[config.mk]
export PLATFORM = sky130hd
export DESIGN_NAME = ble_frame_rx
export DESIGN_NICKNAME = d
export VERILOG_FILES = /design/src/rtl/ble_frame_rx.sv
export SDC_FILE = /design/constraint.sdc
export NUM_CORES = 1
export LEC_CHECK = 0
export BUFFER_PORTS_ARGS = -buffer_cell sky130_fd_sc_hd__buf_2
export CAP_MARGIN = 20
export CORE_UTILIZATION = 51
export DETAILED_ROUTE_END_ITERATION = 7
export GPL_TIMING_DRIVEN = 0
export PLACE_DENSITY_LB_ADDON = 0.15
export SYNTH_ARGS = -nofsm -noshare
export SYNTH_HDL_FRONTEND = slang
export SYNTH_SLANG_ARGS = --single-unit
[constraint.sdc]
create_clock -name clk -period 6.4 [get_ports clk]
set_input_delay 0.64 -clock clk [delete_from_list [all_inputs] [get_ports clk]]
set_output_delay 0.64 -clock clk [all_outputs]
set_load 0.01 [all_outputs]
[src/rtl/ble_frame_rx.sv]
// ble_frame_rx -- length-framed packet receiver for the BLE command path.
//
// Hunts for SYNC_BYTE, checks the LEN byte, assembles NUM_FIELDS fields of
// FIELD_BYTES bytes (first byte = MSB) into a shadow buffer and commits them
// atomically to `fields` with a one-cycle frame_valid pulse. Bad length,
// bad checksum and inter-byte timeouts drop the frame, pulse an error flag
// and bump err_count without touching the committed fields.
//
// Optional feature macro: BLE_FRAME_CHECKSUM_EN
//   defined   -> frame ends with CHK = XOR(LEN, payload); err_chk active.
//   undefined -> no CHK byte, commit on the last payload byte; err_chk = 0.
//
// Ports:
//   clk          in   system clock
//   rst          in   asynchronous active-high reset
//   rx_byte      in   [7:0] byte from uart_rx, sampled when rx_valid=1
//   rx_valid     in   one-cycle byte strobe
//   fields       out  [NUM_FIELDS-1:0][8*FIELD_BYTES-1:0] committed fields
//   frame_valid  out  one-cycle pulse on commit
//   err_len      out  one-cycle pulse, LEN mismatch
//   err_chk      out  one-cycle pulse, checksum mismatch
//   err_timeout  out  one-cycle pulse, inter-byte timeout
//   busy         out  high whenever the FSM is not hunting for sync
//   frame_count  out  [15:0] good frames, wrapping
//   err_count    out  [15:0] errors, saturating
module ble_frame_rx #(
    parameter int         NUM_FIELDS   = 10,
    parameter int         FIELD_BYTES  = 1,
    parameter logic [7:0] SYNC_BYTE    = 8'hA5,
    parameter int         TIMEOUT_CLKS = 100_000
) (
    input  logic                                    clk,
    input  logic                                    rst,
    input  logic [7:0]                              rx_byte,
    input  logic                                    rx_valid,
    output logic [NUM_FIELDS-1:0][8*FIELD_BYTES-1:0] fields,
    output logic                                    frame_valid,
    output logic                                    err_len,
    output logic                                    err_chk,
    output logic                                    err_timeout,
    output logic                                    busy,
    output logic [15:0]                             frame_count,
    output logic [15:0]                             err_count
);

    localparam int P    = NUM_FIELDS * FIELD_BYTES;
    localparam int IDXW = (P > 1) ? $clog2(P) : 1;
    localparam int CNTW = $clog2(TIMEOUT_CLKS);

    localparam logic [7:0]      LEN_VAL  = 8'(P % 256);
    localparam logic [IDXW-1:0] IDX_LAST = IDXW'(P - 1);
    localparam logic [CNTW-1:0] CNT_LAST = CNTW'(TIMEOUT_CLKS - 1);

`ifdef BLE_FRAME_CHECKSUM_EN
    typedef enum logic [1:0] {
        ST_HUNT    = 2'd0,
        ST_LEN     = 2'd1,
        ST_PAYLOAD = 2'd2,
        ST_CHK     = 2'd3
    } state_t;
`else
    typedef enum logic [1:0] {
        ST_HUNT    = 2'd0,
        ST_LEN     = 2'd1,
        ST_PAYLOAD = 2'd2
    } state_t;
`endif

    state_t                                  state_q;
    logic [IDXW-1:0]                         idx_q;
    logic [CNTW-1:0]                         cnt_q;
    logic [P-1:0][7:0]                       shadow_q;
    logic [NUM_FIELDS-1:0][8*FIELD_BYTES-1:0] fields_q;
    logic                                    frame_valid_q;
    logic                                    err_len_q;
    logic                                    err_chk_q;
    logic                                    err_timeout_q;
    logic [15:0]                             frame_count_q;
    logic [15:0]                             err_count_q;
`ifdef BLE_FRAME_CHECKSUM_EN
    logic [7:0]                              xor_q;
`endif

    // Per-cycle events, all decoded from current state and the input strobe.
    logic timeout_d;
    logic len_err_d;
    logic chk_err_d;
    logic commit_d;
    logic any_err_d;
    logic last_byte_d;
    logic use_rx_last;

    always_comb begin
        timeout_d   = (state_q != ST_HUNT) && !rx_valid && (cnt_q == CNT_LAST);
        len_err_d   = rx_valid && (state_q == ST_LEN) && (rx_byte != LEN_VAL);
        last_byte_d = (state_q == ST_PAYLOAD) && (idx_q == IDX_LAST);
`ifdef BLE_FRAME_CHECKSUM_EN
        chk_err_d   = rx_valid && (state_q == ST_CHK) && (rx_byte != xor_q);
        commit_d    = rx_valid && (state_q == ST_CHK) && (rx_byte == xor_q);
`else
        chk_err_d   = 1'b0;
        commit_d    = rx_valid && last_byte_d;
`endif
        any_err_d   = timeout_d || len_err_d || chk_err_d;
        // Without a CHK byte, the commit edge is also the edge that samples
        // the last payload byte, so that byte is taken straight from rx_byte.
        use_rx_last = (state_q == ST_PAYLOAD);
    end

    // Shadow buffer reshaped into field order: byte b belongs to field
    // b/FIELD_BYTES, and the first byte of a field is its MSB.
    logic [NUM_FIELDS-1:0][8*FIELD_BYTES-1:0] commit_fields;

    generate
        for (genvar gi = 0; gi < NUM_FIELDS; gi++) begin : g_field
            for (genvar gj = 0; gj < FIELD_BYTES; gj++) begin : g_byte
                localparam int B = gi * FIELD_BYTES + gj;
                if (B == P - 1) begin : g_last
                    assign commit_fields[gi][8*(FIELD_BYTES-gj)-1 -: 8] =
                        use_rx_last ? rx_byte : shadow_q[B];
                end else begin : g_mid
                    assign commit_fields[gi][8*(FIELD_BYTES-gj)-1 -: 8] = shadow_q[B];
                end
            end
        end
    endgenerate

    always_ff @(posedge clk or posedge rst) begin
        if (rst) begin
            state_q       <= ST_HUNT;
            idx_q         <= '0;
            cnt_q         <= '0;
            shadow_q      <= '0;
            fields_q      <= '0;
            frame_valid_q <= 1'b0;
            err_len_q     <= 1'b0;
            err_chk_q     <= 1'b0;
            err_timeout_q <= 1'b0;
            frame_count_q <= '0;
            err_count_q   <= '0;
`ifdef BLE_FRAME_CHECKSUM_EN
            xor_q         <= '0;
`endif
        end else begin
            frame_valid_q <= commit_d;
            err_len_q     <= len_err_d;
            err_chk_q     <= chk_err_d;
            err_timeout_q <= timeout_d;

            if (commit_d) begin
                fields_q      <= commit_fields;
                frame_count_q <= frame_count_q + 16'd1;
            end

            if (any_err_d && (err_count_q != 16'hFFFF)) begin
                err_count_q <= err_count_q + 16'd1;
            end

            // Idle counter: held in HUNT, cleared by any byte.
            if ((state_q == ST_HUNT) || rx_valid || timeout_d) begin
                cnt_q <= '0;
            end else begin
                cnt_q <= cnt_q + 1'b1;
            end

            if (timeout_d) begin
                state_q <= ST_HUNT;
            end else if (rx_valid) begin
                case (state_q)
                    ST_HUNT: begin
                        if (rx_byte == SYNC_BYTE) begin
                            state_q <= ST_LEN;
                        end
                    end
                    ST_LEN: begin
                        if (rx_byte == LEN_VAL) begin
                            idx_q   <= '0;
`ifdef BLE_FRAME_CHECKSUM_EN
                            xor_q   <= rx_byte;
`endif
                            state_q <= ST_PAYLOAD;
                        end else begin
                            state_q <= ST_HUNT;
                        end
                    end
                    ST_PAYLOAD: begin
                        shadow_q[idx_q] <= rx_byte;
                        idx_q           <= idx_q + 1'b1;
`ifdef BLE_FRAME_CHECKSUM_EN
                        xor_q           <= xor_q ^ rx_byte;
                        if (last_byte_d) begin
                            state_q <= ST_CHK;
                        end
`else
                        if (last_byte_d) begin
                            state_q <= ST_HUNT;
                        end
`endif
                    end
                    default: begin
                        state_q <= ST_HUNT;
                    end
                endcase
            end
        end
    end

    assign fields      = fields_q;
    assign frame_valid = frame_valid_q;
    assign err_len     = err_len_q;
    assign err_chk     = err_chk_q;
    assign err_timeout = err_timeout_q;
    assign busy        = (state_q != ST_HUNT);
    assign frame_count = frame_count_q;
    assign err_count   = err_count_q;

endmodule

==> flow_summary.yaml <==
clocking:
  cts-buffers-inserted: 23
  cts-hold-fix-buffers: 0
  path_clk_slew_ns: 0.06
  cts_resized: 0
  cts_sinks: 210
  cts_buffer_depth: 3
  cts_tree: "built"
  htreeDepth: 1
  post_cts_buffers: 0
  root_buffer: "clkbuf_16"
  insertion_delay_ns: 0.50
power:
  peakVddDrop_uv: 171
  fin_total_pwr_uw: 2800
  p_per_area_nw_per_um2: 272
  leakage_uw: 0.00572
sta:
  hold_violations: 0
  finalSetupViolations: 0
  period_minus_slack_ns: 2.31
  grt_setup_unrepaired: "false"
  whs_ns: 0.233
  final.setup_skew_ns: 0.0112
  max_slew_margin: 0.378
  drv_slew: 0
  fmax_mhz: 433
  fin_tns_setup_ns: 0
  fin_crit_sh: 0.361
  tightest_slew_ns: 0.924
route:
  drt-vias-per-instance: 5.09
  num_vias: 5950
  firstDrtPassIters: 5
  detail-route-antenna-nets: 0
  drt_drc_violations_left: 0
  drt_iter0_markers: 286
  routedWlPerCell_um: 15.3
  routed_wl_um: 17900
job:
  maxCapViolations: 0
critical_path:
  worstSetupEndpointType: "flop"
  worst-setup-path-type: "flop to flop"
  cp.arrival_ns: 2.69
  critPathLaunchType: "flop"
  critPathMaxFanout: 9
  cp.required_ns: 6.78
cells_and_area:
  antenna_cells: 0
  nets: 953
  final_common_cell: "nand2_1"
  finalNonFillerCells: 1168
  areaGrowthSynthToFinish_pct: 19.7
  final_cell_mix: "264 x nand2_1, 210 x dfrtp_1, 132 x buf_2"
  regArea_um2: 5260
  post-route-util: 0.622
  drive_gt1_frac: 0.268
  fill_cells: 1395
  multi_input_area_um2: 3110
floorplanning:
  start_util: 0.519
  die_w_um: 132
  std_cell_rows: 47
  dieArea_um2: 17400
  design.core.area_um2: 16500
  ios: 128
  fp.dieH_um: 132
global_routing:
  antenna_found_initial: 0
  grt_max_degree: 120
  grt_pass1_wl_um: 29500
  overflow: 0
  first_global_vias: 5795
  track_usage: 0.212
synth:
  yosys_register_bits: 210
  netlist_instances: 780
  synth_flop_cell: "dfrtp_1"
  synth-seq-area-share: 0.612
  synth-async-reset-ratio: 1.00
  synth_cell_types: 49
  syn_nets: 801
  ys_warn_count: 0
  netlist_area_um2: 8580
  synth-edff-count: 0
  synth_area_per_cell_um2: 11.0
placed_design:
  hpwl_um: 11700
  dp.cells: 1127
  place_congestion: 0.803
  io_buffers: 126
outcome:
  outcome: "completed"
hold_path:
  hold_path_class: "input pin to async pin"
per-layer routing:
metal	routed length (um)	track usage
met4	289	0.0581
met5	0	0
met3	720	0.0315
met1	8660	0.313
met2	8180	0.327
critical path, stage by stage (launching register included):
cell and delay [ns]:
dfrtp_1 0.37, inv_1 0.10, ha_1 0.28, inv_1 0.09, nor2_1 0.40, nand4_1 0.50
mux2_2 0.44
worst paths after layout:
path	from	endpoint	slack (ns)	depth (start not counted)
setup / recovery	state_q[0]$_DFFE_PP0P_	commit_fields[35]$_DFFE_PP0P_	4.09	6
hold / removal	rst	cnt_q[12]$_DFF_PP0_	0.23	2
setup reg to reg	state_q[0]$_DFFE_PP0P_	commit_fields[35]$_DFFE_PP0P_	4.09	6
hold reg to reg	frame_count[15]$_DFFE_PP0P_	frame_count[15]$_DFFE_PP0P_	0.46	1
max in group asynchronous	rst	frame_count[6]$_DFFE_PP0P_	5.19	3
min in group clk	frame_count[15]$_DFFE_PP0P_	frame_count[15]$_DFFE_PP0P_	0.46	1
state kept, by name, summed over array words and instances, names as in the netlist:
signal         cells
err_timeout        1
frame_valid        1
fields            80
idx_q              4
frame_count       16
cnt_q             17
state_q            2
commit_fields     72
err_count         16
err_len            1
report_power, final:
group          internal, uW  leakage, uW  switching (uW)  total, uW
combinational          42.7      0.00243            84.4        127
sequential             1350      0.00292            21.5       1370
clock                   788     0.000371             514       1300
kinds of logic after synthesis:
family          share of synthesized area
simple gates                        0.192
flops                               0.612
mux                                0.0996
buf+inv                            0.0255
xor+xnor                           0.0429
compound gates                     0.0130
fa+ha+maj                          0.0146
other cells                      0.000437
cells in the mapped netlist (10+ instances only):
cell | instances | share of area
nand2_1 | 264 | 0.12
mux2_2 | 72 | 0.094
and3_1 | 12 | 0.0087
clkbuf_1 | 20 | 0.0087
xnor2_1 | 17 | 0.017
nor2_1 | 30 | 0.013
ha_1 | 10 | 0.015
dfrtp_1 | 210 | 0.61
nand4_1 | 14 | 0.010
inv_1 | 11 | 0.0048
xor2_1 | 25 | 0.026
nand3_1 | 17 | 0.0099
area by class of cell:
class	count	area share
sequential	210	0.511
multi-input combinational	520	0.303
timing repair buffer	127	0.0641
clock buffer	32	0.0632
tap	220	0.0268
buffer	38	0.0168
clock inverter	9	0.00986
inverter	12	0.00524
per-stage QoR:
| stage | cell area (um^2) | setup slack, ns |
|---|---|---|
| final | 10300 | 4.09 |
| after detailed placement | 9520 | 3.93 |
| after floorplan | 8580 | 0.0225 |
| after CTS | 10300 | 4.10 |
| after global routing | 10300 | 3.90 |
| after global placement | 9490 | -2.34 |
No activity file was read; power rests on OpenSTA's default activity.
